$ cat src/rtl/key_event.sv
// ---------------------------------------------------------------------------
// KeyEvent: turns a debounced key level into press/release pulses and
// classifies each gesture as a single click, a double click or a long press.
// The key level is active-low: 1 = released, 0 = pressed.
// One shared counter times both the long-press hold and the double-click gap,
// because the two intervals never run at the same time.
// ---------------------------------------------------------------------------
module key_event #(
    parameter int unsigned LONG_CYC = 50_000_000,
    parameter int unsigned DBL_CYC  = 15_000_000
) (
    input  logic clk,
    input  logic rst,
    input  logic shape,
    output logic press_pulse,
    output logic release_pulse,
    output logic single_click,
    output logic double_click,
    output logic long_press,
    output logic hold
);

    // The counter must reach the larger of the two limits without wrapping.
    localparam int unsigned MAX_CYC = (LONG_CYC > DBL_CYC) ? LONG_CYC : DBL_CYC;
    localparam int unsigned CNT_W   = (MAX_CYC < 1) ? 1 : $clog2(MAX_CYC + 1);

    // Terminal counts: the timeout fires on the last counted cycle, so the
    // registered pulse appears exactly LONG_CYC / DBL_CYC cycles after the
    // edge that started the interval.
    localparam logic [CNT_W-1:0] LONG_LAST = CNT_W'(LONG_CYC - 1);
    localparam logic [CNT_W-1:0] DBL_LAST  = CNT_W'(DBL_CYC - 1);

    typedef enum logic [2:0] {
        IDLE,
        PRESS1,
        WAIT2,
        PRESS2,
        LONG
    } state_e;

    state_e           state_q, state_d;
    logic [CNT_W-1:0] cnt_q, cnt_d;
    logic             shape_q;

    logic             press_q, press_d;
    logic             release_q, release_d;
    logic             single_q, single_d;
    logic             double_q, double_d;
    logic             long_q, long_d;
    logic             hold_q, hold_d;

    logic             fall;
    logic             rise;

    // Edge detection against the previous key level; shape_q resets to the
    // released level so a key already held at reset release reads as a press.
    assign fall = shape_q & ~shape;
    assign rise = ~shape_q & shape;

    // Gesture FSM next-state, counter and pulse decode.
    always_comb begin
        state_d   = state_q;
        cnt_d     = '0;
        single_d  = 1'b0;
        double_d  = 1'b0;
        long_d    = 1'b0;
        press_d   = fall;
        release_d = rise;

        unique case (state_q)
            IDLE: begin
                if (fall) begin
                    state_d = PRESS1;
                end
            end

            PRESS1: begin
                // A release landing on the timeout cycle still counts as a
                // short click, so rise is tested before the long timeout.
                if (rise) begin
                    state_d = WAIT2;
                end else if (cnt_q == LONG_LAST) begin
                    state_d = LONG;
                    long_d  = 1'b1;
                end else begin
                    cnt_d = cnt_q + CNT_W'(1);
                end
            end

            WAIT2: begin
                // A second press landing on the timeout cycle still forms a
                // double click, so fall is tested before the gap timeout.
                if (fall) begin
                    state_d = PRESS2;
                end else if (cnt_q == DBL_LAST) begin
                    state_d  = IDLE;
                    single_d = 1'b1;
                end else begin
                    cnt_d = cnt_q + CNT_W'(1);
                end
            end

            PRESS2: begin
                // No long detection here: a slow second press is still a
                // double click.
                if (rise) begin
                    state_d  = IDLE;
                    double_d = 1'b1;
                end
            end

            LONG: begin
                // The long press was already reported on entry; releasing
                // just ends the gesture silently.
                if (rise) begin
                    state_d = IDLE;
                end
            end

            default: begin
                state_d = IDLE;
            end
        endcase

        hold_d = (state_d == LONG);
    end

    // State, counter, key history and registered outputs.
    always_ff @(posedge clk or posedge rst) begin
        if (rst) begin
            state_q   <= IDLE;
            cnt_q     <= '0;
            shape_q   <= 1'b1;
            press_q   <= 1'b0;
            release_q <= 1'b0;
            single_q  <= 1'b0;
            double_q  <= 1'b0;
            long_q    <= 1'b0;
            hold_q    <= 1'b0;
        end else begin
            state_q   <= state_d;
            cnt_q     <= cnt_d;
            shape_q   <= shape;
            press_q   <= press_d;
            release_q <= release_d;
            single_q  <= single_d;
            double_q  <= double_d;
            long_q    <= long_d;
            hold_q    <= hold_d;
        end
    end

    assign press_pulse   = press_q;
    assign release_pulse = release_q;
    assign single_click  = single_q;
    assign double_click  = double_q;
    assign long_press    = long_q;
    assign hold          = hold_q;

endmodule

$ cat config.mk
export PLATFORM = sky130hd
export DESIGN_NAME = key_event
export DESIGN_NICKNAME = d
export VERILOG_FILES = /design/src/rtl/key_event.sv
export SDC_FILE = /design/constraint.sdc
export NUM_CORES = 1
export LEC_CHECK = 0
export CORE_ASPECT_RATIO = 1.4
export CORE_MARGIN = 2
export CORE_UTILIZATION = 42
export CTS_BUF_LIST = sky130_fd_sc_hd__clkbuf_16
export DETAILED_ROUTE_END_ITERATION = 7
export PLACE_DENSITY = 0.63
export SLEW_MARGIN = 40
export SYNTH_ARGS = -nofsm -noshare
export SYNTH_HDL_FRONTEND = slang
export SYNTH_SLANG_ARGS = --single-unit
$ cat constraint.sdc
create_clock -name clk -period 3.1 [get_ports clk]
set_clock_uncertainty 0.1 [all_clocks]
set_input_delay 0.775 -clock clk [delete_from_list [all_inputs] [get_ports clk]]
set_output_delay 0.775 -clock clk [all_outputs]
set_load 0.05 [all_outputs]
==> flow_summary.yaml, run 1 <==
timing:
  setup_tns_ns: 0
  final.min_clock_period_ns: 2.27
  drv_slew: 0
  rsz0062_at_grt: "false"
  hold_ws_ns: 0.381
  relSlewSlack_pct: 65.8
  setup_ws_ns: 0.830
  clock.fmax_ghz: 0.441
  setup_violations: 0
  hold_viol_final: 0
  worstMarginPinSlew_ns: 0.511
  min_period_over_period_pct: 73.2
global_route:
  overflow: 0
  grt_util_all_layers_pct: 18.2
  grt_pass1_vias: 1441
  grt_max_degree: 37
  antenna_found_initial: 0
  grt_pass1_wl_um: 6790
synthesis:
  yosysMostFrequentCell: "dfrtp_1"
  synth_edf_count: 0
  ys_seq_area_share_pct: 49.1
  synthFlopType: "dfrtp_1"
  synthTopCellsByArea: "dfrtp_1 48%, a22oi_1 4.9%, nand4_1 4.4%, xor2_1 3.8%, a21oi_1 3.5%"
  synth_commonest_cells: "35 x dfrtp_1, 13 x a21oi_1, 13 x nand4_1, 12 x a22oi_1"
  synth_top_cell_by_area: "dfrtp_1"
  syn_area_mm2: 0.00184
  synthCells: 185
  synth_top_area_share_pct: 47.7
  synth_nets: 189
  yosysUniqueCellTypes: 36
  synth_seq_cells: 36
  syn_area_per_cell_um2: 9.93
  ys_warn_count: 0
  synth-async-reset-ratio_pct: 100
routing:
  wirelength_um: 3970
  wl_met2_um: 2060
  ant_nets: 0
  routedWlPerCell_um: 16.5
  drt_iter0_drc: 65
  dr.pass1.iters: 4
  drt-met1-wl_um: 1750
  route.detailed.drc: 0
  routed.top_layer: "met4"
  via_count: 1501
  via_per_inst: 6.23
  dr_wl_met3_um: 133
layout:
  nets: 199
  areaGrowthSynthToFinish_pct: 16.1
  diodes: 0
  design_area_mm2: 0.00213
  multiInputGateArea_um2: 871
  register_area_um2: 902
  num-fill-cells: 401
  final_core_util_pct: 50.7
  drive_gt1_share_pct: 9.18
clock_network:
  cts.htree.levels: 2
  cts_setup_buffers: 0
  path_clk_slew_ns: 0.05
  cts_sinks: 36
  insertion_delay_ns: 0.27
  cts_buffers: 5
  clockRootBuffer: "clkbuf_16"
  cts_resized: 0
  hold_buffers: 0
  cts.path.max_buffers: 2
  cts_tree: "built"
worst_setup_path:
  worstPathCellList: "clkdlybuf4s50_1"
  crit_buf_inv: 1
  endpoint_kind: "output port"
  arrival_ns: 1.39
  cpLargestDelayFamily: "buffers and inverters"
  r2r_setup_slack_ns: 0.88
  path_max_fanout: 1
  path_class: "register to output port"
  worstSetupStartpointType: "register"
  worst_path_largest_cell_delay_ns: 0.79
  required_ns: 2.22
  cpMaxStageDelayCell: "clkdlybuf4s50_1"
power_and_ir_drop:
  peakVddDrop_uv: 261
  internal_power_uw: 917
  combPwrFrac_pct: 11.5
  p_clk_share_pct: 45.7
  seq_power_share_pct: 42.7
  power.leakage_uw: 0.000845
  pwr_density_cell_mw_per_mm2: 568
  swShare_pct: 24.4
  power.switching_uw: 296
placement:
  post-place-ws_ns: 0.601
  hpwl_um: 2820
  port_buffers: 8
  gp_congestion: 0.808
  placed_area_mm2: 0.00197
status:
  status: "finished, final reports clean"
min_path:
  hold_class: "register to register"
die:
  die_area_mm2: 0.00493
  start_util_pct: 43.7
  fp.dieH_um: 82.2
  io_pins: 9
  rows: 28
  die_x_um: 59.9
  core_area_mm2: 0.00420
job:
  cap_viol_max_count: 0
## placed cells by master, fill, tap and decap left out, drive strengths merged, types with 2 or more instances in the layout
cell type | synthesis | layout
dfrtp | 35 | 35
nand4 | 13 | 13
a21oi | 13 | 13
a22oi | 13 | 13
nand2 | 8 | 8
nand3 | 8 | 8
xor2 | 8 | 8
clkdlybuf4s50 | 0 | 8
or4 | 8 | 8
o21ai | 8 | 8
inv | 6 | 7
o31ai | 7 | 7
nor3 | 6 | 6
or3 | 6 | 6
and3 | 5 | 5
clkbuf | 7 | 5
buf | 3 | 5
and2 | 5 | 5
xnor2 | 4 | 4
nor4b | 3 | 3
nor4 | 3 | 3
nand2b | 3 | 3
and4 | 3 | 3
nor2b | 2 | 2
nor2 | 2 | 2
## cell type report
type                       count  area share, %
clock buffer                   5           5.87
sequential                    36           42.3
timing repair buffer          13           5.51
multi-input combinational    133           40.8
tap                           45           2.64
clock inverter                 3           1.82
inverter                       6           1.06
## worst paths after layout
kind | endpoint | startpoint | cells after the start
max | release_pulse | release_pulse$_DFF_PP0_ | 1
min | cnt_q[0]$_DFF_PP0_ | cnt_q[0]$_DFF_PP0_ | 1
max reg2reg | cnt_q[22]$_DFF_PP0_ | cnt_q[0]$_DFF_PP0_ | 5
min reg2reg | cnt_q[0]$_DFF_PP0_ | cnt_q[0]$_DFF_PP0_ | 1
max in group asynchronous | shape_q$_DFF_PP1_ | rst | 3
min in group asynchronous | cnt_q[21]$_DFF_PP0_ | rst | 3
## logic make-up after synthesis
logic type	Yosys count	share of synthesized area, %
flops	36	49.1
simple gates	76	25.5
buf+inv	16	3.47
xor+xnor	12	5.72
compound gates	44	15.5
fa+ha+maj	1	0.681
## flip-flops by register name, indices dropped and copies added (netlist names)
signal         flops
press_pulse        1
hold               1
double_click       1
single_click       1
shape_q            1
cnt_q             26
release_pulse      1
state_q            3
long_press         1
## per-layer routing
metal	global-route usage [%]	up-vias
met3	4.21	4
met1	22.6	733
met5	0	-
li1	-	727
met2	31.2	37
met4	5.33	0
## worst reg2reg max path: stages (launching register included)
cell and delay (ns):
dfrtp_1 0.38, ha_1 0.20, and3_1 0.38, nand4_1 0.36, or4_1 0.56, a22oi_1 0.16
## per-stage QoR
stage / power [µW] / std cells
after floorplan: 619 / 185
after detailed placement: 667 / 233
after global placement: 659 / 233
final: 1210 / 241
after CTS: 1220 / 241
after global routing: 1270 / 241
## power groups by stage
stage                     Clock, µW  Sequential, µW  Combinational (µW)
final                           554             518                 140
after global routing            590             522                 154
after CTS                       561             518                 142
after global placement            0             524                 136
after detailed placement          0             526                 141
after floorplan                   0             519                99.7
(Power assumes the default switching activity.)
==> run 2, diff against run 1 <==
==> constraint.sdc (replaced) <==
create_clock -name clk -period 2.2 [get_ports clk]
set_clock_uncertainty 0.1 [all_clocks]
set_input_delay 0.55 -clock clk [delete_from_list [all_inputs] [get_ports clk]]
set_output_delay 0.55 -clock clk [all_outputs]
set_load 0.05 [all_outputs]
==> flow_summary.yaml, run 2 (synthesis gave the netlist of run 1 again) <==
die:
  die_area_mm2: 0.00493
  fp.dieH_um: 82.2
  start_util_pct: 43.7
  io_pins: 9
  die_x_um: 59.9
  rows: 28
  core_area_mm2: 0.00420
timing:
  relSlewSlack_pct: 66.5
  final.min_clock_period_ns: 2.05
  rsz0062_at_grt: "false"
  setup_violations: 0
  hold_viol_final: 0
  hold_ws_ns: 0.394
  drv_slew: 0
  worstMarginPinSlew_ns: 0.501
  setup_ws_ns: 0.151
  clock.fmax_ghz: 0.488
  min_period_over_period_pct: 93.1
  setup_tns_ns: 0
clock_network:
  hold_buffers: 0
  insertion_delay_ns: 0.27
  cts_buffers: 5
  clockRootBuffer: "clkbuf_16"
  path_clk_slew_ns: 0.05
  cts.path.max_buffers: 2
  cts_sinks: 36
  cts.htree.levels: 2
  cts_tree: "built"
routing:
  wirelength_um: 4170
  route.detailed.drc: 0
  via_count: 1544
  ant_nets: 0
  dr.pass1.iters: 4
  drt_iter0_drc: 98
  routedWlPerCell_um: 16.7
  via_per_inst: 6.18
global_route:
  grt_util_all_layers_pct: 19.1
  overflow: 0
  grt_pass1_wl_um: 7140
  antenna_found_initial: 0
  grt_max_degree: 37
  grt_pass1_vias: 1528
layout:
  final_cell_mix: "35 x dfrtp_1, 13 x nand4_1, 13 x a21oi_1, 13 x buf_4, 12 x a22oi_1"
  diodes: 0
  areaGrowthSynthToFinish_pct: 20.6
  largest_reg_flops: 26
  drive_gt1_share_pct: 14.1
  final_common_cell: "dfrtp_1"
  nets: 208
  reg_top3: "cnt_q (26), state_q (3)"
  largest_register: "cnt_q"
worst_setup_path:
  crit_buf_inv: 1
  r2r_setup_slack_ns: 0.17
  worstSetupStartpointType: "register"
  path_max_fanout: 1
  worstPathCellList: "clkdlybuf4s50_1"
  cpLargestDelayFamily: "buffers and inverters"
  path_class: "register to output port"
  cpMaxStageDelayCell: "clkdlybuf4s50_1"
  endpoint_kind: "output port"
  arrival_ns: 1.40
  worst_path_largest_cell_delay_ns: 0.80
  required_ns: 1.55
status:
  status: "finished, final reports clean"
power_and_ir_drop:
  total_power_uw: 1700
  peakVddDrop_uv: 470
  pwr_density_cell_mw_per_mm2: 768
  power.leakage_uw: 0.000897
placement:
  gp_congestion: 0.861
  port_buffers: 8
  hpwl_um: 2910
  post-place-ws_ns: 0.0735
min_path:
  hold_class: "register to register"
job:
  cap_viol_max_count: 0
[run 2: final timing paths]
kind | from | end | depth (start not counted)
setup / recovery | hold$_DFF_PP0_ | hold | 1
hold / removal | cnt_q[0]$_DFF_PP0_ | cnt_q[0]$_DFF_PP0_ | 1
setup reg to reg | cnt_q[10]$_DFF_PP0_ | cnt_q[25]$_DFF_PP0_ | 4
hold reg to reg | cnt_q[0]$_DFF_PP0_ | cnt_q[0]$_DFF_PP0_ | 1
max in group asynchronous | rst | shape_q$_DFF_PP1_ | 3
min in group asynchronous | rst | cnt_q[23]$_DFF_PP0_ | 3
[run 2: through the flow]
step	utilization [%]	cell area [µm²]	cells
6_report	52.7	2210	250
5_1_grt	52.7	2210	250
4_1_cts	52.4	2200	250
3_5_place_dp	48.5	2040	242
3_3_place_gp	48.5	2040	242
2_1_floorplan	-	1840	185
[run 2: metal layers]
| metal | up-vias | GRT usage, % | routed length (µm) |
|---|---|---|---|
| met5 | - | 0 | 0 |
| met4 | 0 | 7.56 | 66 |
| met3 | 8 | 3.89 | 188 |
| met2 | 55 | 33.2 | 2210 |
| met1 | 744 | 22.8 | 1710 |
| li1 | 737 | - | - |
[run 2: layout make-up]
class / instances / area, µm²
Multi-Input combinational cell: 133 / 881
Timing Repair Buffer: 22 / 189
Fill cell: 377 / 1990
Tap cell: 45 / 56.3
Clock inverter: 3 / 38.8
Clock buffer: 5 / 125
Sequential cell: 36 / 902
Inverter: 6 / 22.5
[run 2: what timing repair did]
action	4_1_cts	5_1_grt
endpoints found under the setup margin	0	22
gates resized for setup	0	3
setup buffers	0	0
[run 2: report_power, final]
group	leakage (µW)	internal (µW)	switching, µW
Combinational	0.000320	63.9	125
Sequential	0.000493	694	38.8
Clock	0.0000850	527	252
